==> config.mk <==
export PLATFORM = sky130hd
export DESIGN_NAME = pattern_bist_ctrl
export DESIGN_NICKNAME = d
export VERILOG_FILES = /design/src/rtl/pattern_bist_ctrl.sv
export SDC_FILE = /design/constraint.sdc
export NUM_CORES = 1
export LEC_CHECK = 0
export ABC_CLOCK_PERIOD_IN_PS = 2400
export CAP_MARGIN = 5
export CORE_MARGIN = 2
export CORE_UTILIZATION = 45
export CTS_BUF_LIST = sky130_fd_sc_hd__clkbuf_4 sky130_fd_sc_hd__clkbuf_8
export DETAILED_ROUTE_END_ITERATION = 6
export GPL_TIMING_DRIVEN = 0
export PLACE_DENSITY = 0.73
export SYNTH_ARGS = -nofsm -noshare
export SYNTH_HDL_FRONTEND = slang
export SYNTH_SLANG_ARGS = --single-unit
==> constraint.sdc <==
create_clock -name blif_clk_net -period 2.4 [get_ports blif_clk_net]
set_clock_uncertainty 0.1 [all_clocks]
set_input_delay 0.48 -clock blif_clk_net [delete_from_list [all_inputs] [get_ports blif_clk_net]]
set_output_delay 0.48 -clock blif_clk_net [all_outputs]
set_load 0.1 [all_outputs]
==> src/rtl/pattern_bist_ctrl.sv <==
// LFSR/MISR BIST sequencer for one pattern-merge netlist instance.
// It drives test vectors, compacts the responses into a signature and owns the instance reset.
//
// state     | meaning
// ----------+----------------------------------------------------------
// S_IDLE    | waiting for start, pattern circuit out of reset
// S_INIT    | two cycles holding the pattern circuit in reset
// S_APPLY   | vector on dut_in for one cycle
// S_SETTLE  | SETTLE cycles of propagation wait (down-counter)
// S_CAPTURE | MISR samples dut_out, LFSR steps, pattern counted on exit
// S_CHECK   | compare signature against GOLDEN_SIG
// S_DONE    | result held, start re-arms a run
module pattern_bist_ctrl #(
  parameter int IN_W = 15,
  parameter int OUT_W = 12,
  parameter int CNT_W = 16,
  parameter int NUM_PAT = 256,
  parameter int SETTLE = 2,
  parameter logic [IN_W-1:0] LFSR_SEED = 'h0001,
  parameter logic [IN_W-1:0] LFSR_TAPS = 'h6000,
  parameter logic [OUT_W-1:0] MISR_TAPS = 'hE08,
  parameter logic [OUT_W-1:0] GOLDEN_SIG = '0
) (
  input  logic             blif_clk_net,
  input  logic             blif_reset_net,
  input  logic             start,
  input  logic             abort,
  input  logic [OUT_W-1:0] dut_out,
  output logic [IN_W-1:0]  dut_in,
  output logic             dut_reset,
  output logic             busy,
  output logic             done,
  output logic             pass,
  output logic [OUT_W-1:0] signature,
  output logic [CNT_W-1:0] pat_count
);

  if (NUM_PAT < 1 || NUM_PAT > (2 ** CNT_W) - 1) begin : g_bad_num_pat
    $error("pattern_bist_ctrl: NUM_PAT out of range for CNT_W");
  end
  if (SETTLE < 0 || SETTLE > 15) begin : g_bad_settle
    $error("pattern_bist_ctrl: SETTLE must be 0..15");
  end

  // An all-zero LFSR would lock up, so a zero seed is replaced by 1.
  localparam logic [IN_W-1:0]  SEED_EFF  = (LFSR_SEED == '0) ? IN_W'(1) : LFSR_SEED;
  localparam logic [3:0]       SETTLE_LD = (SETTLE > 0) ? 4'(SETTLE - 1) : 4'd0;
  localparam logic [CNT_W-1:0] LAST_PAT  = CNT_W'(NUM_PAT - 1);

  typedef enum logic [2:0] {
    S_IDLE, S_INIT, S_APPLY, S_SETTLE, S_CAPTURE, S_CHECK, S_DONE
  } state_t;

  state_t state, state_nxt;
  logic [3:0] wait_cnt, wait_nxt;
  logic [IN_W-1:0] lfsr, lfsr_nxt, lfsr_step;
  logic [OUT_W-1:0] sig, sig_nxt, misr_step;
  logic [CNT_W-1:0] cnt, cnt_nxt;
  logic pass_q, pass_nxt;
  logic dut_reset_nxt;

  assign lfsr_step = {lfsr[IN_W-2:0], ^(lfsr & LFSR_TAPS)};
  assign misr_step = {sig[OUT_W-2:0], ^(sig & MISR_TAPS)} ^ dut_out;

  always_ff @(posedge blif_clk_net or posedge blif_reset_net) begin
    if (blif_reset_net) begin
      state     <= S_IDLE;
      wait_cnt  <= 4'd0;
      lfsr      <= SEED_EFF;
      sig       <= '0;
      cnt       <= '0;
      pass_q    <= 1'b0;
      dut_reset <= 1'b1;
    end else begin
      state     <= state_nxt;
      wait_cnt  <= wait_nxt;
      lfsr      <= lfsr_nxt;
      sig       <= sig_nxt;
      cnt       <= cnt_nxt;
      pass_q    <= pass_nxt;
      dut_reset <= dut_reset_nxt;
    end
  end

  always_comb begin
    state_nxt = state;
    wait_nxt  = wait_cnt;
    lfsr_nxt  = lfsr;
    sig_nxt   = sig;
    cnt_nxt   = cnt;
    pass_nxt  = pass_q;

    case (state)
      S_IDLE, S_DONE: begin
        if (start) begin
          state_nxt = S_INIT;
          wait_nxt  = 4'd1;
          lfsr_nxt  = SEED_EFF;
          sig_nxt   = '0;
          cnt_nxt   = '0;
          pass_nxt  = 1'b0;
        end
      end
      S_INIT: begin
        if (wait_cnt == 4'd0) state_nxt = S_APPLY;
        else wait_nxt = wait_cnt - 4'd1;
      end
      S_APPLY: begin
        if (SETTLE == 0) begin
          state_nxt = S_CAPTURE;
        end else begin
          state_nxt = S_SETTLE;
          wait_nxt  = SETTLE_LD;
        end
      end
      S_SETTLE: begin
        if (wait_cnt == 4'd0) state_nxt = S_CAPTURE;
        else wait_nxt = wait_cnt - 4'd1;
      end
      S_CAPTURE: begin
        sig_nxt   = misr_step;
        cnt_nxt   = cnt + CNT_W'(1);
        lfsr_nxt  = lfsr_step;
        state_nxt = (cnt == LAST_PAT) ? S_CHECK : S_APPLY;
      end
      S_CHECK: begin
        pass_nxt  = (sig == GOLDEN_SIG);
        state_nxt = S_DONE;
      end
      default: state_nxt = S_IDLE;
    endcase

    // Abort keeps signature and count where they stopped so they can be inspected.
    if (abort) begin
      state_nxt = S_IDLE;
      wait_nxt  = wait_cnt;
      lfsr_nxt  = lfsr;
      sig_nxt   = sig;
      cnt_nxt   = cnt;
      pass_nxt  = 1'b0;
    end
  end

  assign dut_reset_nxt = (state_nxt == S_INIT);

  assign busy      = (state == S_INIT) || (state == S_APPLY) || (state == S_SETTLE) ||
                     (state == S_CAPTURE) || (state == S_CHECK);
  assign done      = (state == S_DONE);
  assign dut_in    = busy ? lfsr : '0;
  assign pass      = pass_q;
  assign signature = sig;
  assign pat_count = cnt;

endmodule

==> results of run 1 <==
## sequential cells by signal (all words and copies together), names as in the netlist
name	count
lfsr	15
state	3
pass	1
signature	12
wait_cnt	4
dut_reset	1
pat_count	16
## cells in the mapped netlist (3+ instances only)
| cell | n |
|---|---|
| o31ai_1 | 18 |
| nand2_1 | 53 |
| xnor2_1 | 14 |
| a21oi_1 | 12 |
| dfrtp_1 | 50 |
| nor4_1 | 4 |
| a31oi_1 | 3 |
| ha_1 | 3 |
| nand2b_1 | 3 |
| nor2_1 | 11 |
| and2_1 | 15 |
| buf_2 | 6 |
| nand3_1 | 6 |
| nand4_1 | 3 |
| inv_1 | 8 |
| o21ai_0 | 37 |
| or4_1 | 5 |
| nor3_1 | 4 |
| nor2b_1 | 4 |
| clkbuf_1 | 6 |
## routing by layer
| layer | track usage [%] | part of all wire, % | vias to the layer above |
|---|---|---|---|
| met5 | 0 | 0 | - |
| met4 | 3.93 | 0.67 | 0 |
| met3 | 3.90 | 4.1 | 5 |
| met2 | 33.7 | 49 | 55 |
| met1 | 30.9 | 47 | 1171 |
| li1 | - | - | 1218 |
## critical path, cell delays in order, from the launching register on
cell and delay [ns]:
dfrtp_1 0.38, buf_4 0.17, buf_6 0.15, a21oi_4 0.23, buf_8 0.15, and2_2 0.17, buf_12 0.17
## power by group
part / internal [uW] / switching, uW
combinational: 207 / 392
sequential: 938 / 58.0
clock: 213 / 317
total: 1360 / 767
## through the flow
stage / TNS (ns) / hold slack, ns
after global placement: -36.08 / 0.380
after detailed placement: -13.95 / 0.387
final: 0 / 0.404
after global routing: 0 / 0.436
after CTS: 0 / 0.403
after floorplan: -0.779 / 0.362
## worst max path at each step
stage / slack (ns) / end / cells after the start / startpoint
2_1_floorplan: -0.09 / dut_in[10] / 5 / state[2]
3_3_place_gp: -0.83 / dut_in[11] / 6 / state[2]
3_5_place_dp: -0.87 / dut_in[12] / 6 / state[2]
4_1_cts: 0.003 / dut_in[12] / 6 / state[2]
5_1_grt: 0.03 / dut_in[7] / 6 / state[2]
6_report: 0.1 / dut_in[7] / 6 / state[2]
## cell families after synthesis
kind of cell             Yosys count  synth area share, %
AND/OR/NAND/NOR                  125                 23.8
AO/OA/AOI/OAI                     83                 18.2
flip-flops                        52                 46.7
buffers and inverters             26                 4.93
XOR/XNOR                          15                 4.70
adder cells (fa/ha/maj)            3                 1.34
multiplexers                       1                0.358
## what timing repair did
item,4_1_cts,5_1_grt
setup buffers,0,1
setup endpoints to repair,47,12
pin swaps,1,1
resized for setup,154,16
## final cells by class
class                   instances  share of cell area [%]
clock inverters                 3                   0.707
clock buffers                   5                    1.85
multi-input cells             227                    37.3
flip-flops and latches         52                    35.1
well taps                      75                    2.52
inverters                       8                   0.808
plain buffers                  18                    3.47
repair buffers                 64                    18.2
==> results.py, run 1 <==
metrics = {
    "final_layout": {
        "diodes": 0,
        "final_common_cell": "nand2_1",
        "fin_nets": 395,
        "area_delta_synth_final_pct": 33.1,
        "fin_util_pct": 62.4,
        "final_cell_mix": "nand2_1 (53), dfrtp_1 (50), o21ai_0 (37), dlygate4sd2_1 (30), o31ai_1 (18)",
        "stdcell_count": 452,
        "design_area_sq_um": 3720,
        "multiInputGateArea_sq_um": 1390,
        "seqCellArea_sq_um": 1300,
        "drive_gt1_share_pct": 17.2,
        "fill_cells": 549,
    },
    "pwr": {
        "leakagePower_uw": 0.00169,
        "total_power_uw": 2130,
        "p_per_area_nw_per_um2": 572,
        "ir_worst_vdd_v": 0.000362,
    },
    "worst_setup_path": {
        "r2r_end": "pat_count[6]",
        "ff2ff_path_depth": 6,
        "r2r_slack_ns": 0.41,
        "path_max_fanout": 10,
        "arrival_ns": 1.72,
        "critical_path_required_ns": 1.82,
        "worst-setup-path-type": "flip-flop to primary output",
        "end_kind": "primary output",
        "r2r_start": "state[2]",
        "start_kind": "flip-flop",
    },
    "hold_path": {
        "min-delay-start": "lfsr[0]",
        "worstHoldEndpoint": "lfsr[0]",
        "hold_depth": 2,
        "holdCritPathClass": "flip-flop to flip-flop",
    },
    "sta": {
        "fmax_ghz": 0.434,
        "rsz0062_at_grt": "no",
        "max_slew_margin_pct": 33.6,
        "post-route-min-period_ns": 2.30,
        "hold_violations": 0,
        "worst_pin_slew_ns": 1.00,
        "setup_slack_ns": 0.0975,
        "setup_violations": 0,
        "period_share_pct": 95.9,
        "slew_viol_final": 0,
    },
    "run_status": {
        "status": "finished clean",
    },
    "grt": {
        "first_global_vias": 2291,
        "grt.total_usage_pct": 21.3,
        "grt_max_degree": 30,
        "antenna_found_initial": 0,
        "overflow": 0,
        "grt_first_pass_wirelength_um": 11300,
    },
    "die": {
        "core_sq_um": 5960,
        "die_width_um": 82.8,
        "fp.dieH_um": 82.8,
        "die_area_sq_um": 6860,
        "start_util_pct": 46.9,
        "pin_count": 63,
        "num_rows": 28,
    },
    "routing": {
        "drt_first_iter_violations": 166,
        "drtPass1Iterations": 4,
        "finalWirelength_um": 6720,
        "wl_per_cell_um": 14.9,
        "drc": 0,
        "vias_per_cell": 5.42,
        "ant_nets": 0,
        "via_count": 2449,
    },
    "clock_network": {
        "clk_pin_slew_ns": 0.10,
        "numCtsBuffers": 5,
        "cts_hold_buf": 0,
        "clk_latency_ns": 0.31,
        "cts-root-buf": "clkbuf_8",
        "clock_sinks": 52,
        "cts_max_level": 2,
        "cts_buffer_depth": 2,
        "cts_tree": "built",
    },
    "yosys": {
        "synth_top_cell_by_area": "dfrtp_1",
        "post_synth.cell_area_avg_sq_um": 9.16,
        "synthCells": 305,
        "synth_top_area_share_pct": 44.8,
        "synth_ff_type": "dfrtp_1",
        "synthArstFlopShare_pct": 100,
        "synth_edf_count": 0,
        "ys_types": 53,
        "syn_nets": 324,
        "synth.ff_latch_count": 52,
        "synthTopCellsByArea": "dfrtp_1 (45%), nand2_1 (7.1%), o21ai_0 (6.6%), o31ai_1 (4.8%), xnor2_1 (4.4%)",
        "ys_seq_area_share_pct": 46.7,
        "syn_area_sq_um": 2790,
        "ys_warn_count": 0,
    },
    "placement": {
        "place_area_sq_um": 3550,
        "dp.cells": 443,
        "routabilityCongestion": 0.844,
        "port_buffers": 62,
        "post-place-ws_ns": -0.867,
        "dp_hpwl_um": 4820,
    },
    "run": {
        "maxCapViolations": 0,
    },
}
Power figures use the tool's default switching activity.
==> run 2, diff against run 1 <==
--- a/config.mk
+++ b/config.mk
@@ -12,6 +12,7 @@
 export CTS_BUF_LIST = sky130_fd_sc_hd__clkbuf_4 sky130_fd_sc_hd__clkbuf_8
 export DETAILED_ROUTE_END_ITERATION = 6
 export GPL_TIMING_DRIVEN = 0
+export MAX_ROUTING_LAYER = met4
 export PLACE_DENSITY = 0.73
 export SYNTH_ARGS = -nofsm -noshare
 export SYNTH_HDL_FRONTEND = slang
==> run 2 against run 1 <==
Compared with the run above:
- core utilization did not move
- critical path type unchanged
- flip-flop and latch count did not move
- fmax rose by 0.12%
- routed wire length fell by 0.18%
- largest cell class unchanged
==> results.py, run 2 (synthesis gave the netlist of run 1 again) <==
metrics = {
    "worst_setup_path": {
        "path_max_fanout": 10,
        "crit_start": "state[2]",
        "end_kind": "primary output",
        "start_kind": "flip-flop",
        "endpoint": "dut_in[7]",
        "crit_chain": "buf_4, buf_6, a21oi_4, buf_8, and2_2, buf_12",
        "crit_buf_inv": 4,
        "cp_top_family": "buffers and inverters",
        "r2r_start": "state[2]",
        "r2r_slack_ns": 0.40,
        "slowest_stage": "dfrtp_1",
        "max_stage_delay_ns": 0.38,
        "r2r_end": "pat_count[6]",
        "ff2ff_path_depth": 6,
        "worst-path-stages": 6,
        "worst-setup-path-type": "flip-flop to primary output",
        "critical_path_required_ns": 1.82,
        "arrival_ns": 1.72,
    },
    "die": {
        "die_area_sq_um": 6860,
        "die_width_um": 82.8,
        "start_util_pct": 46.9,
        "num_rows": 28,
        "core_sq_um": 5960,
        "fp.dieH_um": 82.8,
        "pin_count": 63,
    },
    "routing": {
        "drc": 0,
        "vias_per_cell": 5.40,
        "via_count": 2443,
        "finalWirelength_um": 6710,
        "ant_nets": 0,
        "wl_per_cell_um": 14.8,
        "drtPass1Iterations": 4,
        "drt_first_iter_violations": 162,
    },
    "sta": {
        "rsz0062_at_grt": "no",
        "max_slew_margin_pct": 33.6,
        "slew_viol_final": 0,
        "post-route-min-period_ns": 2.30,
        "worst_pin_slew_ns": 1.00,
        "hold_violations": 0,
        "holdWs_ns": 0.404,
        "fmax_ghz": 0.435,
        "period_share_pct": 95.8,
        "setup_violations": 0,
    },
    "run": {
        "maxCapViolations": 0,
    },
    "placement": {
        "port_buffers": 62,
        "routabilityCongestion": 0.857,
        "dp_hpwl_um": 4820,
    },
    "clock_network": {
        "cts_buffer_depth": 2,
        "cts_max_level": 2,
        "clock_sinks": 52,
        "cts_tree": "built",
        "clk_latency_ns": 0.31,
        "cts_hold_buf": 0,
        "cts-root-buf": "clkbuf_8",
        "clk_pin_slew_ns": 0.11,
        "numCtsBuffers": 5,
    },
    "final_layout": {
        "fin_nets": 395,
        "largest_register_ffs": 16,
        "final_cell_mix": "nand2_1 (53), dfrtp_1 (50), o21ai_0 (37), dlygate4sd2_1 (30), o31ai_1 (18)",
        "drive_gt1_share_pct": 17.2,
        "fill_cells": 549,
        "diodes": 0,
        "final_common_cell": "nand2_1",
        "area_delta_synth_final_pct": 33.1,
    },
    "pwr": {
        "p_per_area_nw_per_um2": 571,
        "leakagePower_uw": 0.00169,
        "total_power_uw": 2120,
        "ir_worst_vdd_v": 0.000362,
    },
    "hold_path": {
        "holdCritPathClass": "flip-flop to flip-flop",
        "hold_depth": 2,
    },
    "grt": {
        "antenna_found_initial": 0,
        "grt.total_usage_pct": 21.9,
        "grt_first_pass_wirelength_um": 11300,
        "overflow": 0,
        "first_global_vias": 2291,
        "grt_max_degree": 30,
    },
    "run_status": {
        "status": "finished clean",
    },
}
-- run 2: power by group --
part           leakage, uW  internal, uW  switching (uW)
Clock            0.0000487           213             317
Sequential        0.000712           938            58.0
Combinational     0.000927           207             391
Total              0.00169          1360             767
-- run 2: worst min-delay path, cell delays in order, from the launching register on --
cell and delay [ns]:
dfstp_2 0.40, nand2_1 0.05, o21ai_0 0.07
-- run 2: layer usage --
metal,part of all wire [%],GRT usage [%],up-vias
met5,0,-,-
met4,0.66,3.93,0
met3,4.1,3.68,5
met2,48,33.8,51
met1,47,30.9,1171
li1,-,-,1216
-- run 2: stage by stage --
stage	setup slack, ns	setup TNS (ns)	cell area [sq um]	std cells	util [%]
after detailed placement	-0.867	-13.95	3550	443	59.5
after global routing	0.0251	0	3720	452	62.4
after global placement	-0.825	-36.08	3530	442	59.2
final	0.100	0	3720	452	62.4
after CTS	0.00305	0	3660	451	61.4
after floorplan	-0.0866	-0.779	2810	305	-
-- run 2: repair_timing --
item | CTS | global route
pin swaps | 1 | 1
buffers inserted | 0 | 1
endpoints found under the setup margin | 47 | 12
resized for setup | 154 | 16
-- run 2: final cells by class --
type                            instances  area, sq um  area share, %
Multi-Input combinational cell        227         1390           37.3
Sequential cell                        52         1300           35.1
Timing Repair Buffer                   64          678           18.2
Buffer                                 18          129           3.47
Tap cell                               75         93.8           2.52
Clock buffer                            5         68.8           1.85
Inverter                                8         30.0          0.808
Clock inverter                          3         26.3          0.707
-- run 2: worst min path at each step --
stage / start / endpoint / slack [ns]
detailed placement: lfsr[0] / lfsr[0] / 0.39
global route: lfsr[0] / lfsr[0] / 0.44
finish: lfsr[0] / lfsr[0] / 0.40
floorplan: lfsr[0] / lfsr[0] / 0.36
global placement: lfsr[0] / lfsr[0] / 0.38
CTS: lfsr[0] / lfsr[0] / 0.40
==> run 3, diff against run 2 <==
--- a/config.mk
+++ b/config.mk
@@ -5,13 +5,14 @@
 export SDC_FILE = /design/constraint.sdc
 export NUM_CORES = 1
 export LEC_CHECK = 0
-export ABC_CLOCK_PERIOD_IN_PS = 2400
+export ABC_CLOCK_PERIOD_IN_PS = 2700
 export CAP_MARGIN = 5
 export CORE_MARGIN = 2
 export CORE_UTILIZATION = 45
 export CTS_BUF_LIST = sky130_fd_sc_hd__clkbuf_4 sky130_fd_sc_hd__clkbuf_8
 export DETAILED_ROUTE_END_ITERATION = 6
 export GPL_TIMING_DRIVEN = 0
+export HOLD_SLACK_MARGIN = 0.03
 export MAX_ROUTING_LAYER = met4
 export PLACE_DENSITY = 0.73
 export SYNTH_ARGS = -nofsm -noshare
==> constraint.sdc (replaced) <==
create_clock -name blif_clk_net -period 2.7 [get_ports blif_clk_net]
set_clock_uncertainty 0.1 [all_clocks]
set_input_delay 0.54 -clock blif_clk_net [delete_from_list [all_inputs] [get_ports blif_clk_net]]
set_output_delay 0.54 -clock blif_clk_net [all_outputs]
set_load 0.1 [all_outputs]
==> run 3 against run 2 <==
Compared with the run above:
- setup slack about the same
- via count increased by 0.20%
- global-route usage decreased by 0.40 points
- clock power about the same
- critical path type unchanged
- highest routed layer unchanged
==> results.py, run 3 (synthesis gave the netlist of run 1 again) <==
metrics = {
    "routing": {
        "finalWirelength_um": 6590,
        "vias_per_cell": 5.43,
        "drc": 0,
        "ant_nets": 0,
        "drtPass1Iterations": 4,
        "wl_per_cell_um": 14.6,
        "via_count": 2448,
        "drt_first_iter_violations": 130,
    },
    "sta": {
        "period_share_pct": 96.3,
        "worst_pin_slew_ns": 0.998,
        "holdWs_ns": 0.364,
        "hold_violations": 0,
        "rsz0062_at_grt": "no",
        "setup_violations": 0,
        "post-route-min-period_ns": 2.60,
        "max_slew_margin_pct": 33.3,
        "slew_viol_final": 0,
        "fmax_ghz": 0.385,
    },
    "final_layout": {
        "fill_cells": 555,
        "stdcell_count": 451,
        "design_area_sq_um": 3640,
        "drive_gt1_share_pct": 16.2,
        "final_common_cell": "nand2_1",
        "diodes": 0,
        "area_delta_synth_final_pct": 30.3,
        "fin_nets": 394,
        "largest_register_ffs": 16,
        "final_cell_mix": "nand2_1 (53), dfrtp_1 (50), clkdlybuf4s50_1 (45), o21ai_0 (37), o31ai_1 (18)",
    },
    "placement": {
        "dp.cells": 443,
        "port_buffers": 62,
        "routabilityCongestion": 0.841,
        "place_area_sq_um": 3540,
        "dp_hpwl_um": 4800,
    },
    "pwr": {
        "ir_worst_vdd_v": 0.000378,
        "leakagePower_uw": 0.00152,
        "total_power_uw": 1920,
        "p_per_area_nw_per_um2": 528,
    },
    "clock_network": {
        "clock_sinks": 52,
        "clk_latency_ns": 0.31,
        "numCtsBuffers": 5,
        "cts-root-buf": "clkbuf_8",
        "cts_max_level": 2,
        "cts_buffer_depth": 2,
        "cts_setup_buffers": 0,
        "cts_tree": "built",
        "clk_pin_slew_ns": 0.10,
    },
    "worst_setup_path": {
        "slowest_stage": "clkdlybuf4s50_1",
        "end_kind": "primary output",
        "start_kind": "flip-flop",
        "crit_buf_inv": 1,
        "critical_path_required_ns": 2.06,
        "cp_top_family": "buffers and inverters",
        "worst-setup-path-type": "flip-flop to primary output",
        "arrival_ns": 1.96,
        "crit_chain": "clkdlybuf4s50_1",
        "path_max_fanout": 8,
        "max_stage_delay_ns": 1.18,
    },
    "grt": {
        "grt_max_degree": 43,
        "overflow": 0,
        "grt_first_pass_wirelength_um": 11000,
        "antenna_found_initial": 0,
        "first_global_vias": 2375,
        "grt.total_usage_pct": 21.5,
    },
    "die": {
        "start_util_pct": 46.9,
        "num_rows": 28,
        "die_area_sq_um": 6860,
        "fp.dieH_um": 82.8,
        "pin_count": 63,
        "die_width_um": 82.8,
        "core_sq_um": 5960,
    },
    "run": {
        "maxCapViolations": 0,
    },
    "hold_path": {
        "holdCritPathClass": "input pin to asynchronous set/reset pin",
    },
    "run_status": {
        "status": "finished clean",
    },
}
[run 3: cell types whose count changed in the layout (fill, tap and decap cells not counted), moves of 2 or more]
| cell | delta |
|---|---|
| clkdlybuf4s50_1 | +30 |
| buf_4 | -8 |
| clkinv_4 | -2 |
| buf_2 | +7 |
| buf_6 | +8 |
| dlygate4sd2_1 | -30 |
| buf_12 | -9 |
[run 3: layer usage]
metal / up-vias / GRT usage, % / routed length, um
met4: 0 / 6.89 / 112
li1: 1215 / - / -
met1: 1161 / 27.6 / 2980
met3: 12 / 4.00 / 286
met5: - / - / 0
met2: 60 / 34.5 / 3210
[run 3: power by group]
| group | switching [uW] | leakage, uW | internal (uW) |
|---|---|---|---|
| logic | 337 | 0.000751 | 168 |
| clock network | 259 | 0.0000541 | 274 |
| registers | 49.1 | 0.000712 | 833 |
[run 3: layout make-up]
| class | instances | area [sq um] | share of cell area [%] |
|---|---|---|---|
| Multi-Input combinational cell | 227 | 1380 | 37.8 |
| Sequential cell | 52 | 1300 | 35.8 |
| Timing Repair Buffer | 63 | 614 | 16.9 |
| Buffer | 18 | 111 | 3.06 |
| Tap cell | 75 | 93.8 | 2.58 |
| Clock buffer | 5 | 68.8 | 1.89 |
| Clock inverter | 3 | 42.5 | 1.17 |
| Inverter | 8 | 30.0 | 0.825 |
[run 3: stage by stage]
step / TNS (ns) / utilization [%] / setup slack (ns)
global placement: -19.30 / 59.2 / -0.651
floorplan: 0 / - / 0.0132
finish: 0 / 61.1 / 0.100
detailed placement: -9.46 / 59.5 / -0.684
global route: 0 / 61.1 / 0.0174
CTS: 0 / 60.9 / 0.00314
[run 3: what timing repair did]
| item | in CTS | in global routing |
|---|---|---|
| endpoints found under the hold margin | 0 | 0 |
| pin swaps | 0 | 1 |
| setup endpoints to repair | 17 | 14 |
| gates resized for setup | 91 | 15 |
| hold buffers | 0 | 0 |
[run 3: path summary, 6_finish.rpt]
kind / to / startpoint / cells after the start / slack (ns)
worst max-delay path: pat_count[9] / pat_count[9] / 1 / 0.10
worst min-delay path: signature[1] / blif_reset_net / 2 / 0.36
worst max register to register: pat_count[3] / state[1] / 6 / 0.77
worst min register to register: lfsr[0] / lfsr[0] / 2 / 0.40
max in group asynchronous: lfsr[0] / blif_reset_net / 3 / 1.57
min in group blif_clk_net: lfsr[0] / lfsr[0] / 2 / 0.40
